===== src/rtl/realtanksoc_bus_pkg.sv =====
// Shared AHB-Lite encodings and the address-phase bundle used by the
// RealTankSoC bus matrix stages.
package realtanksoc_bus_pkg;

  localparam logic [1:0] TRN_IDLE   = 2'b00;
  localparam logic [1:0] TRN_BUSY   = 2'b01;
  localparam logic [1:0] TRN_NONSEQ = 2'b10;
  localparam logic [1:0] TRN_SEQ    = 2'b11;

  localparam logic [2:0] BUR_SINGLE = 3'd0;
  localparam logic [2:0] BUR_INCR   = 3'd1;
  localparam logic [2:0] BUR_WRAP4  = 3'd2;
  localparam logic [2:0] BUR_INCR4  = 3'd3;
  localparam logic [2:0] BUR_WRAP8  = 3'd4;
  localparam logic [2:0] BUR_INCR8  = 3'd5;
  localparam logic [2:0] BUR_WRAP16 = 3'd6;
  localparam logic [2:0] BUR_INCR16 = 3'd7;

  localparam logic HRESP_OKAY  = 1'b0;
  localparam logic HRESP_ERROR = 1'b1;

  // Field order matches the ADDR_O..MASTLOCK_O output concatenation.
  typedef struct packed {
    logic [31:0] addr;
    logic [1:0]  trans;
    logic        write;
    logic [2:0]  size;
    logic [2:0]  burst;
    logic [3:0]  prot;
    logic        mastlock;
  } ahb_aphase_t;

  // NONSEQ and SEQ both have HTRANS[1] set; IDLE and BUSY do not.
  function automatic logic is_active_trans(input logic [1:0] t);
    return t[1];
  endfunction

endpackage


===== src/rtl/realtanksoc_bus_in_stage.sv =====
// Per-master AHB-Lite input stage of the bus matrix.
// Forwards a master address phase straight through when the target output
// stage takes it in the same cycle; otherwise captures it, stalls the master
// and replays the held copy until taken. Routes the data-phase response back.
// Ports:
//   HCLK, HRESET (async, active-high)
//   HSELS..HMASTLOCKS, HREADYS : master-side address phase / system HREADY
//   HREADYOUTS, HRESPS         : data-phase ready / response to the master
//   ADDR_O..MASTLOCK_O, sel_o  : address phase toward decoder / output stages
//   trans_req_o                : active NONSEQ/SEQ request (live or held)
//   active_i                   : selected output stage takes this port now
//   readyout_i, resp_i         : selected output stage data-phase response
module realtanksoc_bus_in_stage
  import realtanksoc_bus_pkg::*;
(
  input  logic        HCLK,
  input  logic        HRESET,
  input  logic        HSELS,
  input  logic [31:0] HADDRS,
  input  logic [1:0]  HTRANSS,
  input  logic        HWRITES,
  input  logic [2:0]  HSIZES,
  input  logic [2:0]  HBURSTS,
  input  logic [3:0]  HPROTS,
  input  logic        HMASTLOCKS,
  input  logic        HREADYS,
  output logic        HREADYOUTS,
  output logic        HRESPS,
  output logic [31:0] ADDR_O,
  output logic [1:0]  TRANS_O,
  output logic        WRITE_O,
  output logic [2:0]  SIZE_O,
  output logic [2:0]  BURST_O,
  output logic [3:0]  PROT_O,
  output logic        MASTLOCK_O,
  output logic        sel_o,
  output logic        trans_req_o,
  input  logic        active_i,
  input  logic        readyout_i,
  input  logic        resp_i
);

  ahb_aphase_t live, hold, aph;
  logic        pend, dphase;
  logic        samp, req_live, fwd, capture;

  assign live     = {HADDRS, HTRANSS, HWRITES, HSIZES, HBURSTS, HPROTS, HMASTLOCKS};
  assign samp     = HSELS & HREADYS;
  assign req_live = samp & is_active_trans(HTRANSS);

  // While a transfer is held the master is stalled (HREADYOUTS=0), so the
  // live inputs are ignored and only the held copy can be taken.
  assign fwd      = pend ? active_i : (req_live & active_i);
  assign capture  = ~pend & req_live & ~active_i;

  always_ff @(posedge HCLK or posedge HRESET) begin
    if (HRESET) begin
      pend   <= 1'b0;
      dphase <= 1'b0;
      hold   <= '0;
    end else begin
      if (capture) hold <= live;

      if (pend & active_i) pend <= 1'b0;
      else if (capture)    pend <= 1'b1;

      // A newly taken transfer keeps the data phase open even when the
      // previous one completes in the same cycle.
      if (fwd)                                        dphase <= 1'b1;
      else if (samp & ~is_active_trans(HTRANSS))      dphase <= 1'b0;
      else if (readyout_i)                            dphase <= 1'b0;
    end
  end

  assign aph         = pend ? hold : live;
  assign {ADDR_O, TRANS_O, WRITE_O, SIZE_O, BURST_O, PROT_O, MASTLOCK_O} = aph;
  assign sel_o       = pend | samp;
  assign trans_req_o = pend | req_live;

  // Only registered state and the output stage response reach the master;
  // active_i never feeds HREADYOUTS combinationally.
  assign HREADYOUTS  = dphase ? readyout_i : ~pend;
  assign HRESPS      = dphase ? resp_i     : HRESP_OKAY;

endmodule

===== config.mk =====
export PLATFORM = sky130hd
export DESIGN_NAME = realtanksoc_bus_in_stage
export DESIGN_NICKNAME = d
export VERILOG_FILES = /design/src/rtl/realtanksoc_bus_pkg.sv /design/src/rtl/realtanksoc_bus_in_stage.sv
export SDC_FILE = /design/constraint.sdc
export NUM_CORES = 1
export LEC_CHECK = 0
export CORE_MARGIN = 10
export CORE_UTILIZATION = 31
export DETAILED_ROUTE_END_ITERATION = 10
export PLACE_DENSITY_LB_ADDON = 0.2
export SYNTH_ARGS = -nofsm -noshare
export SYNTH_HDL_FRONTEND = slang
export SYNTH_SLANG_ARGS = --single-unit

===== constraint.sdc =====
create_clock -name HCLK -period 2.2 [get_ports HCLK]
set_clock_uncertainty 0.05 [all_clocks]
set_input_delay 0.33 -clock HCLK [delete_from_list [all_inputs] [get_ports HCLK]]
set_output_delay 0.33 -clock HCLK [all_outputs]
set_load 0.02 [all_outputs]

# After elaboration in Yosys (flattened, before gate mapping)
# Index checks and enable logic that the tools add are counted.
# op_classes
shift,0
n_mux,9
eq_ne,0
add_sub_neg,0
multipliers,0
reduce_logical,2
magnitude_cmp,0
n_div,0
bitwise_logic,12
# op_table
cell,count
2-to-1 mux 46 bit,1
2-to-1 mux 1 bit,8
AND 1 bit,7
NOT 1 bit,3
nonzero test 3 bit,1
OR 1 bit,2
nonzero test 2 bit,1
# totals
word_cells,32
output_inout_bits,50
latch_bits,0
ram_bits,0
mem_count,0
inputBits,53
romBits,0
register_bits,48

# Longest topological paths before layout
# logic_depth
depth_word,6
depth_mapped,5
depth_no_buf,3

# Least setup slack after synthesis
# No wires, ideal clock.
# synth_timing
path_kind,register to register
from,reg pend
to,reg hold[0] (netlist bit)
t_arrival_ns,1.478
setup_ns,0.125
period_less_slack_ns,1.653
n_path_buf,2
path_slack_ns,0.547
stages_incl_launch_ff,6
t_required_ns,2.025
path_cell_list,dfrtp_1 -> buf_2 -> nand2b_4 -> nor3_4 -> buf_6 -> mux2_2
# synth_via
elab_chain_len,3
# synth_rtl
element,line,source
"start, declared",realtanksoc_bus_in_stage.sv:44,"logic pend, dphase;"
"start signal, assigned",realtanksoc_bus_in_stage.sv:58,pend <= 1'b0;
"start signal, assigned",realtanksoc_bus_in_stage.sv:64,if (pend & active_i) pend <= 1'b0;
"start signal, assigned",realtanksoc_bus_in_stage.sv:65,else if (capture) pend <= 1'b1;
NOT 1 bit,realtanksoc_bus_in_stage.sv:54,assign capture = ~pend & req_live & ~active_i;
AND 1 bit (2 in a row),realtanksoc_bus_in_stage.sv:54,
"end signal, assigned",realtanksoc_bus_in_stage.sv:62,if (capture) hold <= live;
"end, declared",realtanksoc_bus_in_stage.sv:43,"ahb_aphase_t live, hold, aph;"
# No other way between the ends.
# A chain may end at the register's enable or synchronous reset.

# Worst setup path in the final report
# layout_timing
from,reg pend
to,out TRANS_O[1]
# layout_via
elab_chain_len,1
# layout_rtl
element,line,source
2-to-1 mux 46 bit,realtanksoc_bus_in_stage.sv:75,assign aph = pend ? hold : live;
"end, declared",realtanksoc_bus_in_stage.sv:30,"output logic [1:0] TRANS_O,"
# No other way between the ends.

==> metrics.txt <==
Synth Register Bits between 40 and 50; Place WS 0.1451 ns; Cells after Synth approximately 170; Total Routing Usage GR about a tenth; Min-Delay Path Class input port to async pin; Worst Slack Setup Final 0.09730 ns; global-route wire length before repair 10020 µm; CTS resizes 43; fin cells 369; die width 107.9 µm; fin. max-slew vios 0; Final Hold Vio Count 0; Cell variety after synth 18; Worst Setup Start Kind register; via/cell ratio 4.629; Synth Net Count approximately 220; Die Ht 107.9 µm; Pleak 1.549 nW; Syn Area/Cell roughly 14 µm²; # nets final 323; Hold WS 0.2626 ns; Worst path slowest cell clkdlybuf4s50_1; # Max-Cap Violations 0; cells along the critical path buf_6 -> nand2b_4 -> nand2_1 -> clkdlybuf4s50_1; Post-DRT Antenna Nets 0; Peak VDD IR 290.6 µV; io pins 103; Syn-to-layout area delta 51.02%; I/O Buffers approximately 100; antenna cell count 0; clk buf depth 2; grt total ovfl 0; Worst Path Required about 1.8 ns; DR vias 1708; placed insts 362; Tcrit/Tclk final 95.58%; initial core utilization 32.51%; total power 2.406 mW; Final min period 2.103 ns; clk root buf clkbuf_8; Data arrival, critical path 1.72 ns; die area 11650 µm²; Num CTS Buffers 5; post-DP HPWL 4590 µm; Crit Path Category register to output port; highest clock rate 0.4756 GHz; vias in the first global route 1893; CTS Hold Bufs 0; max_slew headroom 77.13%; core area about 7400 µm²; CTS tree built; Reg clk slew, reported paths 0.09 ns; drt pass-1 iters 4; Wirelength per Cell 16.59 µm; cell area power density 664.9 nW/µm²; 1st-iter DRT viols 28; setup TNS 0 ns; final wirelength 6121 µm; clk_lat worst skew 0.29 ns; Num Clock Sinks 48; Cell Area, Synth 2396 µm²; GP Congestion between 0.7 and 0.8; final number of setup-violating endpoints 0; register area share after synthesis 50.13%; Max Fanout on Critical Path 18; Worst Max-Slew Pin Slew 0.3425 ns; post-CTS setup buffer count 0; outcome complete, no violations; Filler Cell Count 685; Residual DRC 0; maximum number of pins on one net before global-route repair 35; initial antenna violation count 0; std cell rows 31; yosys warns 0; fraction of layout cells with a size suffix above 1 39.26%; crit end category output port; largest stage delay on the critical path about 0.6 ns; unrepaired setup endpoints after global routing false; CTS H-Tree Depth 2
[placed cells by master (no fill, tap or decap), drive strengths merged, types with 2 or more instances in the layout]
cell type | synthesis | layout
o21ai | 2 | 2
dfrtp | 48 | 48
clkdlybuf4s50 | 0 | 56
buf | 5 | 5
nand2b | 2 | 2
clkbuf | 5 | 7
inv | 2 | 2
nand2 | 5 | 5
dlymetal6s2s | 0 | 4
dlygate4sd2 | 0 | 42
mux2 | 90 | 90
[final timing paths]
check | startpoint | depth (start not counted) | endpoint | slack (ns)
setup / recovery | pend | 4 | TRANS_O[1] | 0.1
hold / removal | HRESET | 2 | hold[36] | 0.26
hold reg to reg | hold[13] | 1 | hold[13] | 0.42
max in group asynchronous | HRESET | 3 | hold[9] | 1.33
min in group HCLK | hold[13] | 1 | hold[13] | 0.42
setup reg to reg | pend | 5 | hold[5] | 0.45
[stage by stage]
stage	util, %	cell area [µm²]
after global placement	48.32	3561
after global routing	49.10	3618
after detailed placement	48.32	3561
after floorplan	-	2396
final	49.10	3618
after CTS	48.96	3608
[cells by family after synthesis]
family | after synthesis | synth area share, %
simple gates | 12 | 3.238
flops | 48 | 50.13
compound gates | 4 | 1.149
buf+inv | 12 | 3.185
mux | 90 | 42.30
[layout make-up]
| class | instances | area (µm²) | area share (%) |
|---|---|---|---|
| Clock buffer | 7 | 96.34 | 2.663 |
| Inverter | 2 | 7.507 | 0.2075 |
| Sequential cell | 48 | 1202 | 33.23 |
| Tap cell | 99 | 123.9 | 3.423 |
| Multi-Input combinational cell | 106 | 1119 | 30.91 |
| Timing Repair Buffer | 107 | 1070 | 29.56 |
[worst max-delay path, delay by kind of cell (launching register included)]
kind,cells,cell delay [ns]
buffers and inverters,2,0.77
DFF,1,0.44
and+or+nand+nor,2,0.22
[synth_stat cells (all sizes together)]
master | count | area [µm²]
a31o | 1 | 8.760
a32oi | 1 | 8.760
and2 | 1 | 6.260
buf | 5 | 50.04
clkbuf | 5 | 18.77
dfrtp | 48 | 1201
inv | 2 | 7.510
mux2 | 90 | 1013
nand2 | 5 | 18.77
nand2b | 2 | 20.02
nor2 | 1 | 3.750
nor2b | 1 | 6.260
nor3 | 1 | 16.27
o21ai | 2 | 10.01
or2 | 1 | 6.260
[per-layer routing]
layer  GRT usage, %  part of all wire (%)  routed length (µm)  vias to the layer above
li1               -                     -                   -                      805
met1          11.99                    42                2544                      836
met2          17.17                    47                2847                       62
met3          6.228                    11                 683                        5
met4          2.290                  0.74                  45                        0
met5              0                     0                   0                        -
[power breakdown]
group / internal, mW / switching (mW) / leakage [nW] / total, mW
Combinational: 0.400 / 0.279 / 0.923 / 0.679
Sequential: 1.08 / 0.0868 / 0.575 / 1.17
Clock: 0.280 / 0.278 / 0.0503 / 0.558
[flip-flops by register name, summed over array words and instances (netlist names)]
name    cells
pend        1
hold       46
dphase      1
(Power assumes the default switching activity.)
==> patch (same settings) <==
Make the reset (`HRESET`) synchronous in one clocked block. Comments in the files are not updated.
--- a/src/rtl/realtanksoc_bus_in_stage.sv
+++ b/src/rtl/realtanksoc_bus_in_stage.sv
@@ -54,5 +54,5 @@
   assign capture  = ~pend & req_live & ~active_i;
 
-  always_ff @(posedge HCLK or posedge HRESET) begin
+  always_ff @(posedge HCLK) begin
     if (HRESET) begin
       pend   <= 1'b0;
Check against the original RTL: differs if HRESET is asserted again (counterexample within 4 cycles, from zero or initial values and one cycle with HRESET high); with HRESET held inactive, the same outputs for 10 cycles.
==> patch against the unedited design <==
Non-clock buffer count grew 4; combinational power is 35% lower; synthesized area rose by 15%; wire length rose by 17%; worst setup slack better by 0.035 ns; count of clock-buffer cells in the layout increased by 1; sequential cell count unchanged; total power down 22%; cell area increased by 8.7%; fmax grew 1.7%; largest cell class is now multi-input combinational cells; largest power group unchanged; highest routed layer unchanged.
==> patch: results (changes against the unedited design) <==
* Status: completed
* Setup Buffers After CTS at 0 (unchanged)
* All-Layer GR Usage at 0.106 (-0.000580)
* Vias after detailed routing at 2,149 (+26%)
* Sw Pwr at 0.495 mW (-23%)
* Leak pwr at 1.50 nW (-3.4%)
* Share of synthesized registers carrying an async set or reset at 0 (-1.00)
* Synth area leaders: dfxtp_1, nand2b_1, mux2_2
* Share of layout cells above drive strength 1 at 0.179 (-0.214)
* CP max stage delay at 0.61 ns
* Met1 usage at 0.125 (+0.00532)
* Largest net degree at the start of global routing at 39 (+11%)
* Total power at 1.89 mW (-22%)
* VDD IR max at 0.288 mV (-0.78%)
* Comb. pwr at 0.440 mW (-35%)
* Syn Nets at 319 (+46%)
* Clock-pin slew on the worst setup and hold paths at 0.09 ns (about the same)
* Wire length per cell at 15.2 um (-8.3%)
* Arr. time, crit path at 1.69 ns (-0.03 ns)
* IO Port Bufs at 102 (unchanged)
* CP max-delay cell: clkdlybuf4s50_1
* Routability cong. at 0.678 (-6.8%)
* Cell Area, Placed at 3850 sq um (+8.0%)
* CTS root buf: clkbuf_8
* First-pass GRT wire length at 11.6 mm (+16%)
* CTS Buffer Depth at 2 (unchanged)
* Biggest regs: hold: 46 flops, dphase: 1 flops, pend: 1 flops
* Clk Latency, worst-skew pair at 0.29 ns (about the same)
* First drt pass iteration count at 6 (+2)
* Crit-path max FO at 3 (-15)
* Finished Layout Cells at 472 (+28%)
* Unique masters post-synth at 21 (+3)
* Initial antenna violation count at 0 (unchanged)
* Seq/Total Area, Yosys at 0.349 (-0.152)
* CTS H-Tree Depth at 2 (unchanged)
* Grt met3 use at 0.0414 (-0.0209)
* Initial DRC Count at 64 (+130%)
* CP delay by family, top: buffers and inverters
* TritonCTS Buffers at 5 (unchanged)
* Avg Cell Area, Syn at 10.3 sq um (-28%)
* Clock power share at 0.291 (+0.059)
* Place WS at 0.144 ns (-0.00110 ns)
* Final net count at 416 (+29%)
* Synth warnings at 0 (unchanged)
* DP HPWL at 5.19 mm (+13%)
* N_diodes at 0 (unchanged)
* Post-synth top cells: nand2b_1, dfxtp_1, mux2_2, mux2i_1, clkbuf_1
* Hold Path Class: reg -> reg
* Placed cell count at 463 (+28%)
* Max-slew headroom at 0.683 (-0.0885)
* Met2 Use GR at 0.175 (+0.00367)
* Number of global-route vias before repair at 2,358 (+25%)
patch: changes by cell type after synthesis, sizes merged, moves of 2 or more:
cell    change
mux2       -45
a21oi       +2
clkbuf      +6
dfrtp      -48
dfxtp      +48
mux2i      +45
buf         +5
o21ai       -2
nand2b     +90
patch: logic make-up after synthesis:
group / after synthesis / share of synthesized area
simple gates: 101 / 0.231
buf+inv: 22 / 0.0591
mux: 90 / 0.348
flops: 48 / 0.349
compound gates: 5 / 0.0127
patch: what timing repair did:
item,4_1_cts,5_1_grt
hold buffers,0,0
resized for setup,39,7
cloned,0,1
endpoints found under the hold margin,0,0
endpoints found under the setup margin,39,6
patch: final cells by class:
class | instances | area (sq um)
Timing Repair Buffer | 111 | 1110
Inverter | 1 | 3.75
Fill cell | 882 | 4750
Tap cell | 108 | 135
Sequential cell | 48 | 962
Multi-Input combinational cell | 196 | 1630
Clock buffer | 8 | 90.1
patch: tightest hold or removal path, delay by kind of cell (launching register included):
| kind | cells | cell delay (ns) |
|---|---|---|
| flip-flops | 1 | 0.32 |
| multiplexers | 1 | 0.06 |
| AND/OR/NAND/NOR | 1 | 0.06 |
patch: worst paths after layout:
kind / from / end / slack [ns] / cells after the start
worst max-delay path: HTRANSS[1] / trans_req_o / 0.13 / 3
worst min-delay path: hold[40]$_SDFFE_PP0P_ / hold[40]$_SDFFE_PP0P_ / 0.42 / 2
worst max register to register: pend$_SDFFE_PP0P_ / hold[29]$_SDFFE_PP0P_ / 0.58 / 5
worst min register to register: hold[40]$_SDFFE_PP0P_ / hold[40]$_SDFFE_PP0P_ / 0.42 / 2
patch: routing by layer:
layer	part of all wire	vias up	wire, um
met4	0.0036	0	26
met3	0.072	2	517
met5	0	-	0
met2	0.47	57	3360
li1	-	1082	-
met1	0.46	1008	3280
